## src/rtl/imuldiv_mul_arbiter.sv

```systemverilog
// imuldiv_mul_arbiter
// Shares one iterative multiplier between two requesters. A winning request
// is latched, issued to the multiplier, and the product is routed back to
// the requester that owns the transaction. Only one multiply is in flight.
//
// Handshake rule (all ports): a transfer fires on a rising edge where
// val && rdy. A producer holds val and msg stable until the transfer fires.
// rdy may depend combinationally on val.

module imuldiv_mul_arbiter #(
  parameter bit P_FIXED_PRIO = 1'b0
) (
  input  logic        clk,
  input  logic        reset,

  input  logic [31:0] req0_msg_a,
  input  logic [31:0] req0_msg_b,
  input  logic        req0_val,
  output logic        req0_rdy,
  output logic [63:0] resp0_msg_result,
  output logic        resp0_val,
  input  logic        resp0_rdy,

  input  logic [31:0] req1_msg_a,
  input  logic [31:0] req1_msg_b,
  input  logic        req1_val,
  output logic        req1_rdy,
  output logic [63:0] resp1_msg_result,
  output logic        resp1_val,
  input  logic        resp1_rdy,

  output logic [31:0] mulreq_msg_a,
  output logic [31:0] mulreq_msg_b,
  output logic        mulreq_val,
  input  logic        mulreq_rdy,
  input  logic [63:0] mulresp_msg_result,
  input  logic        mulresp_val,
  output logic        mulresp_rdy,

  output logic        busy,
  output logic        owner,
  output logic [1:0]  dbg_state
);

  typedef enum logic [1:0] {
    S_IDLE  = 2'd0,
    S_ISSUE = 2'd1,
    S_WAIT  = 2'd2
  } state_t;

  state_t      r_state;
  logic [31:0] r_op_a;
  logic [31:0] r_op_b;
  logic        r_owner;
  logic        r_last_grant;
  logic        r_busy;
  logic        r_mulreq_val;

  logic        w_idle;
  logic        w_any_val;
  logic        w_grant;
  logic        w_req_fire;
  logic        w_owner_rdy;
  logic        w_resp_fire;

  // Grant selection: a lone requester wins; a tie goes to the port that was
  // not granted last (round-robin) or to port 0 (fixed priority).
  always_comb begin
    w_grant = 1'b0;
    if (req0_val && req1_val) begin
      w_grant = P_FIXED_PRIO ? 1'b0 : ~r_last_grant;
    end else if (req1_val) begin
      w_grant = 1'b1;
    end
  end

  // The reset term keeps req rdy low while reset is held, since IDLE is the
  // reset state and would otherwise advertise ready.
  assign w_idle      = (r_state == S_IDLE) && reset;
  assign w_any_val   = req0_val || req1_val;
  assign w_req_fire  = w_idle && w_any_val;
  assign w_owner_rdy = r_owner ? resp1_rdy : resp0_rdy;
  assign w_resp_fire = (r_state == S_WAIT) && mulresp_val && w_owner_rdy;

  // Request ports: only the granted, valid port sees ready.
  always_comb begin
    req0_rdy = w_idle && req0_val && (w_grant == 1'b0);
    req1_rdy = w_idle && req1_val && (w_grant == 1'b1);
  end

  // Response path: product broadcast, valid and ready steered by owner.
  always_comb begin
    resp0_msg_result = mulresp_msg_result;
    resp1_msg_result = mulresp_msg_result;
    resp0_val        = (r_state == S_WAIT) && mulresp_val && (r_owner == 1'b0);
    resp1_val        = (r_state == S_WAIT) && mulresp_val && (r_owner == 1'b1);
    mulresp_rdy      = (r_state == S_WAIT) && w_owner_rdy;
  end

  assign mulreq_msg_a = r_op_a;
  assign mulreq_msg_b = r_op_b;
  assign mulreq_val   = r_mulreq_val;
  assign busy         = r_busy;
  assign owner        = r_owner;
  assign dbg_state    = r_state;

  // Control FSM with registered busy / mulreq_val and latched operands.
  always_ff @(posedge clk or negedge reset) begin
    if (!reset) begin
      r_state      <= S_IDLE;
      r_op_a       <= 32'd0;
      r_op_b       <= 32'd0;
      r_owner      <= 1'b0;
      r_last_grant <= 1'b1;
      r_busy       <= 1'b0;
      r_mulreq_val <= 1'b0;
    end else begin
      case (r_state)
        S_IDLE: begin
          if (w_req_fire) begin
            r_op_a       <= w_grant ? req1_msg_a : req0_msg_a;
            r_op_b       <= w_grant ? req1_msg_b : req0_msg_b;
            r_owner      <= w_grant;
            r_last_grant <= w_grant;
            r_busy       <= 1'b1;
            r_mulreq_val <= 1'b1;
            r_state      <= S_ISSUE;
          end
        end
        S_ISSUE: begin
          if (mulreq_rdy) begin
            r_mulreq_val <= 1'b0;
            r_state      <= S_WAIT;
          end
        end
        S_WAIT: begin
          if (w_resp_fire) begin
            r_busy  <= 1'b0;
            r_state <= S_IDLE;
          end
        end
        default: begin
          r_busy       <= 1'b0;
          r_mulreq_val <= 1'b0;
          r_state      <= S_IDLE;
        end
      endcase
    end
  end

endmodule

```

## config.mk

```make
export PLATFORM = sky130hd
export DESIGN_NAME = imuldiv_mul_arbiter
export DESIGN_NICKNAME = d
export VERILOG_FILES = /design/src/rtl/imuldiv_mul_arbiter.sv
export SDC_FILE = /design/constraint.sdc
export NUM_CORES = 1
export LEC_CHECK = 0
export BUFFER_PORTS_ARGS = -buffer_cell sky130_fd_sc_hd__buf_4
export CELL_PAD_IN_SITES_DETAIL_PLACEMENT = 1
export CELL_PAD_IN_SITES_GLOBAL_PLACEMENT = 2
export CORE_MARGIN = 1
export CORE_UTILIZATION = 17
export DETAILED_ROUTE_END_ITERATION = 10
export PLACE_DENSITY_LB_ADDON = 0.1
export SLEW_MARGIN = 20
export SYNTH_ARGS = -nofsm -noshare
export SYNTH_HDL_FRONTEND = slang
export SYNTH_SLANG_ARGS = --single-unit
```

## constraint.sdc

```tcl
create_clock -name clk -period 1.7 [get_ports clk]
set_clock_uncertainty 0.2 [all_clocks]
set_input_delay 0.17 -clock clk [delete_from_list [all_inputs] [get_ports clk]]
set_output_delay 0.17 -clock clk [all_outputs]
set_load 0.01 [all_outputs]
```

==> results of run 1 <==
## power by group through the flow
stage	clock network [mW]	registers (mW)	logic [mW]
floorplan	0	3.28	2.07
global placement	0	2.96	4.65
detailed placement	0	2.95	4.66
CTS	1.96	2.98	5.15
global route	2.01	3.19	6.62
finish	1.85	3.08	6.22
## synthesized netlist by cell type
| cell type | count |
|---|---|
| buf_6 | 6 |
| a31oi_1 | 1 |
| nand2b_1 | 2 |
| buf_4 | 128 |
| clkbuf_1 | 22 |
| nor2_8 | 1 |
| and2_0 | 1 |
| nor2_1 | 4 |
| a21oi_1 | 1 |
| nand2_1 | 4 |
| a2bb2oi_1 | 60 |
| buf_2 | 6 |
| o311ai_0 | 1 |
| a2bb2oi_2 | 4 |
| nor3b_1 | 2 |
| inv_1 | 2 |
| mux2i_1 | 1 |
| and4b_1 | 1 |
| dfstp_2 | 1 |
| a21bo_2 | 1 |
| nand3b_1 | 1 |
| a211o_1 | 1 |
| nor2b_1 | 2 |
| o21ai_0 | 2 |
| o21ai_1 | 1 |
| o32ai_1 | 64 |
| dfrtp_1 | 69 |
| or3b_4 | 1 |
| nor3_1 | 1 |
## layout make-up
class | instances | area (um^2) | share of cell area (%)
Tap cell | 324 | 405 | 5.31
Sequential cell | 70 | 1750 | 23.0
Multi-Input combinational cell | 158 | 1780 | 23.3
Clock inverter | 6 | 45.0 | 0.590
Clock buffer | 10 | 239 | 3.13
Inverter | 2 | 7.51 | 0.0983
Timing Repair Buffer | 369 | 3410 | 44.6
## stage by stage
step	power (mW)	setup WS, ns	cell area, um^2
final	11.1	-0.134	7630
after global routing	11.8	-0.176	7630
after CTS	10.1	-0.152	6900
after detailed placement	7.61	-0.0368	5420
after global placement	7.61	-0.0807	5420
after floorplan	5.35	0.00914	4240
## state kept, by name (all words and copies together), names as in the netlist
| signal | cells |
|---|---|
| mulreq_msg_a | 32 |
| busy | 1 |
| dbg_state | 2 |
| mulreq_msg_b | 32 |
| r_last_grant | 1 |
| mulreq_val | 1 |
| owner | 1 |
## critical path: stages (launching register included)
cell,delay [ns]
dfrtp_1,0.39
or3b_4,0.46
buf_12,0.16
nor2_4,0.15
buf_12,0.13
clkbuf_16,0.14
a2bb2oi_2,0.13
## cells by family (layout without fill, tap and decap cells)
logic type / Yosys count / in the layout
buffers and inverters: 164 / 387
muxes: 1 / 1
AOI/OAI and AO/OA: 136 / 136
and+or+nand+nor: 20 / 21
DFF: 70 / 70
## metal layers
metal / GRT usage [%] / share of wire (%) / vias up / wire (um)
li1: - / - / 1801 / -
met1: 14.0 / 33 / 2019 / 7200
met2: 28.7 / 54 / 234 / 11700
met3: 7.06 / 9.3 / 34 / 2010
met4: 6.28 / 3.1 / 0 / 669
met5: 0.189 / 0 / - / 0
## how the worst max path moves through the flow
stage	endpoint	slack (ns)	cells past startpoint	from
final	mulreq_msg_a[16]$_DFFE_PN0P_	-0.13	6	dbg_state[0]$_DFFE_PN0P_
after global routing	req0_rdy	-0.18	3	dbg_state[0]$_DFFE_PN0P_
after CTS	req0_rdy	-0.15	4	r_last_grant$_DFFE_PN1P_
after detailed placement	mulreq_msg_a[13]$_DFFE_PN0P_	-0.04	5	r_last_grant$_DFFE_PN1P_
after global placement	mulreq_msg_b[30]$_DFFE_PN0P_	-0.08	5	r_last_grant$_DFFE_PN1P_
after floorplan	mulreq_msg_a[29]$_DFFE_PN0P_	0.009	4	dbg_state[0]$_DFFE_PN0P_
## repair_timing
| item | CTS | global route |
|---|---|---|
| cloned | 1 | 11 |
| hold buffers | 103 | 5 |
| pin swaps | 4 | 5 |
| endpoints found under the setup margin | 32 | 67 |
| setup buffers | 3 | 11 |
| resized for setup | 17 | 66 |
| hold endpoints to repair | 128 | 5 |
==> metrics.txt, run 1 <==
reg2reg end mulreq_msg_a[16]$_DFFE_PN0P_; Clock power frac 16.6%; clock slew at reported path FFs 0.06 ns; Avg Inst Size Synth 10.8 um^2; top-area cell type share of the netlist area 40.7%; post-layout min period 1.83 ns; largest net degree at the start of global routing 71; Synth Instances 391; number of unique standard cell types used by synthesis 29; FMAX 545 MHz; Overall Global Routing Usage 15.3%; status finished with violations; DR vias/cell 4.35; post-synthesis mux area share 0.236%; hold path endpoint mulreq_val$_DFFE_PN0P_; ranking of synthesized cells by area dfrtp_1, buf_4, o32ai_1; TNS Setup -6.51 ns; Comb power frac 55.8%; CP Max Fanout 4; Crit Path Class reg -> reg; sequential power share 27.6%; # diodes 0; TritonRoute pass-1 iters 4; DRC viols 0; cell row count 57; largest family of logic cells by synthesized area compound AO/OA/AOI/OAI gates; total power density per cell area 1460 nW/um^2; hold path start req1_val; fill cell count 2,705; P_sw 4.04 mW; die area 25,600 um^2; RSZ-0062 raised after global routing true; Root Driver clkbuf_16; Final Setup Violations 67; I/O Buffers 209; worst-case clock buffer depth 2; layout cells sized above 1 57.4%; Leak 3.18 nW; placed cells 790; WP data required 1.77 ns; P_int 7.11 mW; Worst-Skew Late Latency 0.34 ns; Final Max Slew Viols 0; synthesized area 4240 um^2; simple-gate area share of the yosys netlist 3.07%; failing checks negative hold slack, negative setup slack; cell taking the most area after synthesis dfrtp_1; chip width 160 um; worst r2r src dbg_state[0]$_DFFE_PN0P_; reg2reg path depth 6; Rel. slew slack 61.1%; Starting DRT DRC Count 128; Max Cap Viol 0; Slew @ Worst Pin 0.581 ns; Non-Filler Instances 939; Vias 4,088; synthesized net count 591; XOR/XNOR share of the synthesized area 0%; worst setup margin -0.134 ns; Area Growth Syn to Fin 80.0%; GPL Wtd Cong 0.719; flops & latches, synth 70; most frequent cells in the layout buf_4, dlygate4sd3_1, dfrtp_1, o32ai_1, a2bb2oi_2; chip height 160 um; Hold Crit Class in -> reg; Wirelength per Cell 22.9 um; adder-cell share of the synthesized area 0%; initial antenna violation count 0; H-Tree Depth 3; FF-to-FF setup slack -0.13 ns; vias in the first global route 4,508; final core area utilization 31.3%; compound-gate portion of the synthesized area 28.3%; io pins 402; Hold Fails Final Rpt 7; CTS Sinks 70; Ys Warns 0; Core ar. 24,400 um^2; TritonCTS clock tree yes; most common cell after layout, fill and taps aside buf_4; grt ovf 0; first-pass GRT wire length 28,700 um; post-synthesis sequential area ratio 41.3%; nets 810; VDD IR max 0.419 mV; hold-critical path depth 3; Crit path arrival time 1.91 ns; minimum hold slack -0.0386 ns; Starting Density 17.4%; hpwl dp 14,200 um; Post-Route WL 21,500 um; final period utilization 108%; type of element launching the critical path register; Sw Share 36.3%; Final ANT Viol Nets 0; Num CTS Buffers 9; Crit. End Element register
(Power assumes the default switching activity.)
==> run 2, diff against run 1 <==
--- a/config.mk
+++ b/config.mk
@@ -5,11 +5,12 @@
 export SDC_FILE = /design/constraint.sdc
 export NUM_CORES = 1
 export LEC_CHECK = 0
+export ABC_AREA = 1
 export BUFFER_PORTS_ARGS = -buffer_cell sky130_fd_sc_hd__buf_4
 export CELL_PAD_IN_SITES_DETAIL_PLACEMENT = 1
 export CELL_PAD_IN_SITES_GLOBAL_PLACEMENT = 2
 export CORE_MARGIN = 1
-export CORE_UTILIZATION = 17
+export CORE_UTILIZATION = 16
 export DETAILED_ROUTE_END_ITERATION = 10
 export PLACE_DENSITY_LB_ADDON = 0.1
 export SLEW_MARGIN = 20
==> metrics.txt, run 2 <==
layout cells sized above 1 37.5% (was 57.4%); type of element launching the critical path register (unchanged); Starting DRT DRC Count 137 (was 128); Final Setup Violations 66 (was 67); Area Growth Syn to Fin 79.0% (was 80.0%); cell taking the most area after synthesis dfrtp_1 (unchanged); CP Max Fanout 2 (was 4); grt ovf 0 (unchanged); synthesized area 4190 um^2 (was 4240 um^2); io pins 402 (unchanged); TritonRoute pass-1 iters 4 (unchanged); Vias 4,325 (was 4,088); DRC viols 0 (unchanged); Num CTS Buffers 9 (unchanged); area of the multi-input gates 1330 um^2 (was 1780 um^2); most instantiated cells after synthesis buf_4, o21ai_1, nand2_1 (was buf_4, dfrtp_1, o32ai_1); Place WS 0.0399 ns (was -0.0368 ns); number of unique standard cell types used by synthesis 18 (was 29); vias in the first global route 4,589 (was 4,508); cell row count 58 (was 57); WP data required 1.33 ns (was 1.77 ns); Post-Route WL 20,600 um (was 21,500 um); Core ar. 25,400 um^2 (was 24,400 um^2); final period utilization 105% (was 108%); Overall Global Routing Usage 13.1% (was 15.3%); worst r2r src dbg_state[0]$_DFFE_PN0P_ (unchanged); Rel. slew slack 56.5% (was 61.1%); hold-critical path depth 6 (was 3); Avg Inst Size Synth 8.04 um^2 (was 10.8 um^2); failing checks negative setup slack (was negative hold slack, negative setup slack); Ys Warns 0 (unchanged); Hold Fails Final Rpt 0 (was 7); worst-case clock buffer depth 2 (unchanged); chip width 164 um (was 160 um); chip height 164 um (was 160 um); Placed Area 5220 um^2 (was 5420 um^2); hold path endpoint dbg_state[1]$_DFFE_PN0P_ (was mulreq_val$_DFFE_PN0P_); GPL Wtd Cong 0.740 (was 0.719); clock slew at reported path FFs 0.06 ns (about the same); Synth Instances 521 (was 391); Final Max Slew Viols 0 (unchanged); hold path start resp0_rdy (was req1_val); most frequent cells in the layout buf_4, dlygate4sd3_1, o21ai_1, nand2_1, dfrtp_1 (was buf_4, dlygate4sd3_1, dfrtp_1, o32ai_1, a2bb2oi_2); top-area cell type share of the netlist area 41.2% (was 40.7%); flops & latches, synth 70 (unchanged); VDD IR max 0.445 mV (was 0.419 mV); ranking of synthesized cells by area dfrtp_1, buf_4, o21ai_1 (was dfrtp_1, buf_4, o32ai_1); slowest CP cell dfstp_2 (was or3b_4); hpwl dp 11,700 um (was 14,200 um); Crit Path Class reg -> out (was reg -> reg); Crit path arrival time 1.41 ns (was 1.91 ns); largest net degree at the start of global routing 62 (was 71); status finished with violations (unchanged); H-Tree Depth 3 (unchanged); first-pass GRT wire length 26,300 um (was 28,700 um); top-count cell post-synth buf_4 (unchanged); RSZ-0062 raised after global routing true (unchanged); placed cells 919 (was 790); reg2reg path depth 9 (was 6); Leak 3.52 nW (was 3.18 nW); post-layout min period 1.78 ns (was 1.83 ns); Non-Filler Instances 1,098 (was 939); TritonCTS clock tree yes (unchanged); nets 962 (was 810); FF-to-FF setup slack -0.06 ns (was -0.13 ns); number of flops mapped to enable cells by yosys 0 (unchanged); Hold Crit Class in -> reg (unchanged); Starting Density 16.5% (was 17.4%); fill cell count 2,984 (was 2,705); Slew @ Worst Pin 0.652 ns (was 0.581 ns); FF+latch area 1750 um^2 (unchanged); synthesized net count 721 (was 591); Crit. End Element primary output (was register); worst setup margin -0.0834 ns (was -0.134 ns); FMAX 561 MHz (was 545 MHz); most common cell after layout, fill and taps aside buf_4 (unchanged); post-synthesis sequential area ratio 41.8% (was 41.3%); CP cell instances nand2_2 -> nand2_4 -> inv_8 -> nor3b_4 -> buf_4 (was or3b_4 -> buf_12 -> nor2_4 -> buf_12 -> clkbuf_16 -> a2bb2oi_2); Post-synth ARST share 100% (unchanged); Wirelength per Cell 18.8 um (was 22.9 um); Root Driver clkbuf_16 (unchanged); total power density per cell area 1370 nW/um^2 (was 1460 nW/um^2); DR vias/cell 3.94 (was 4.35); Worst-Skew Late Latency 0.34 ns (about the same); cell area after layout 7500 um^2 (was 7630 um^2); Max Cap Viol 0 (unchanged); CTS Sinks 70 (unchanged); Worst path max stage delay 0.54 ns (was 0.46 ns); minimum hold slack 0.0542 ns (was -0.0386 ns); I/O Buffers 209 (unchanged); reg2reg end mulreq_msg_a[0]$_DFFE_PN0P_ (was mulreq_msg_a[16]$_DFFE_PN0P_); initial antenna violation count 0 (unchanged); Top FF cell, synth dfrtp_1 (unchanged); die area 26,800 um^2 (was 25,600 um^2); Final ANT Viol Nets 0 (unchanged); Pwr Total 10.3 mW (was 11.1 mW)
-- run 2: worst max path at each step --
stage,from,end
2_1_floorplan,dbg_state[0]$_DFFE_PN0P_,mulreq_msg_b[12]$_DFFE_PN0P_
3_3_place_gp,r_last_grant$_DFFE_PN1P_,req0_rdy
3_5_place_dp,r_last_grant$_DFFE_PN1P_,req0_rdy
4_1_cts,r_last_grant$_DFFE_PN1P_,req0_rdy
5_1_grt,dbg_state[0]$_DFFE_PN0P_,mulreq_msg_b[24]$_DFFE_PN0P_
6_report,r_last_grant$_DFFE_PN1P_,req0_rdy
-- run 2: per-stage QoR --
step	TNS [ns]	utilization, %
floorplan	0	-
CTS	-0.314	27.5
finish	-2.09	29.5
detailed placement	0	20.6
global route	-7.36	29.5
global placement	0	20.6
-- run 2: timing repair --
action                                 CTS  global route
hold buffers                           131             0
gates cloned                             1            18
endpoints found under the hold margin  136             0
setup endpoints to repair                5            81
pin swaps                                7             7
buffers inserted                         8             4
gates resized for setup                 20            42
-- run 2: cell families (layout without fill, tap and decap cells) --
| group | after synthesis | count (layout) | share of synthesized area, % |
|---|---|---|---|
| AOI/OAI and AO/OA | 132 | 132 | 15.8 |
| buffers and inverters | 164 | 410 | 28.0 |
| DFF | 70 | 70 | 41.8 |
| other | 0 | 1 | 0 |
| and+or+nand+nor | 155 | 155 | 14.4 |
-- run 2: layout make-up --
cell class / count / area share (%)
Antenna cell: 1 / 0.0334
Inverter: 8 / 0.701
Sequential cell: 70 / 23.4
Timing Repair Buffer: 386 / 49.0
Clock inverter: 3 / 0.250
Tap cell: 330 / 5.51
Clock buffer: 13 / 3.47
Multi-Input combinational cell: 287 / 17.7
-- run 2: critical path, delay by kind of cell, from the launching register on --
kind | cells | cell delay, ns
buffers and inverters | 2 | 0.19
DFF | 1 | 0.54
and+or+nand+nor | 3 | 0.34
-- run 2: report_power, final --
group / internal, mW / switching [mW] / total (mW) / leakage (nW)
sequential: 2.49 / 0.532 / 3.03 / 0.857
clock: 1.07 / 0.790 / 1.86 / 0.140
combinational: 2.84 / 2.56 / 5.40 / 2.52
-- run 2: per-layer routing --
layer / wire [um] / global-route usage, %
met1: 9420 / 15.6
met2: 9530 / 22.3
met3: 1090 / 3.21
met4: 552 / 5.68
met5: 0 / 0
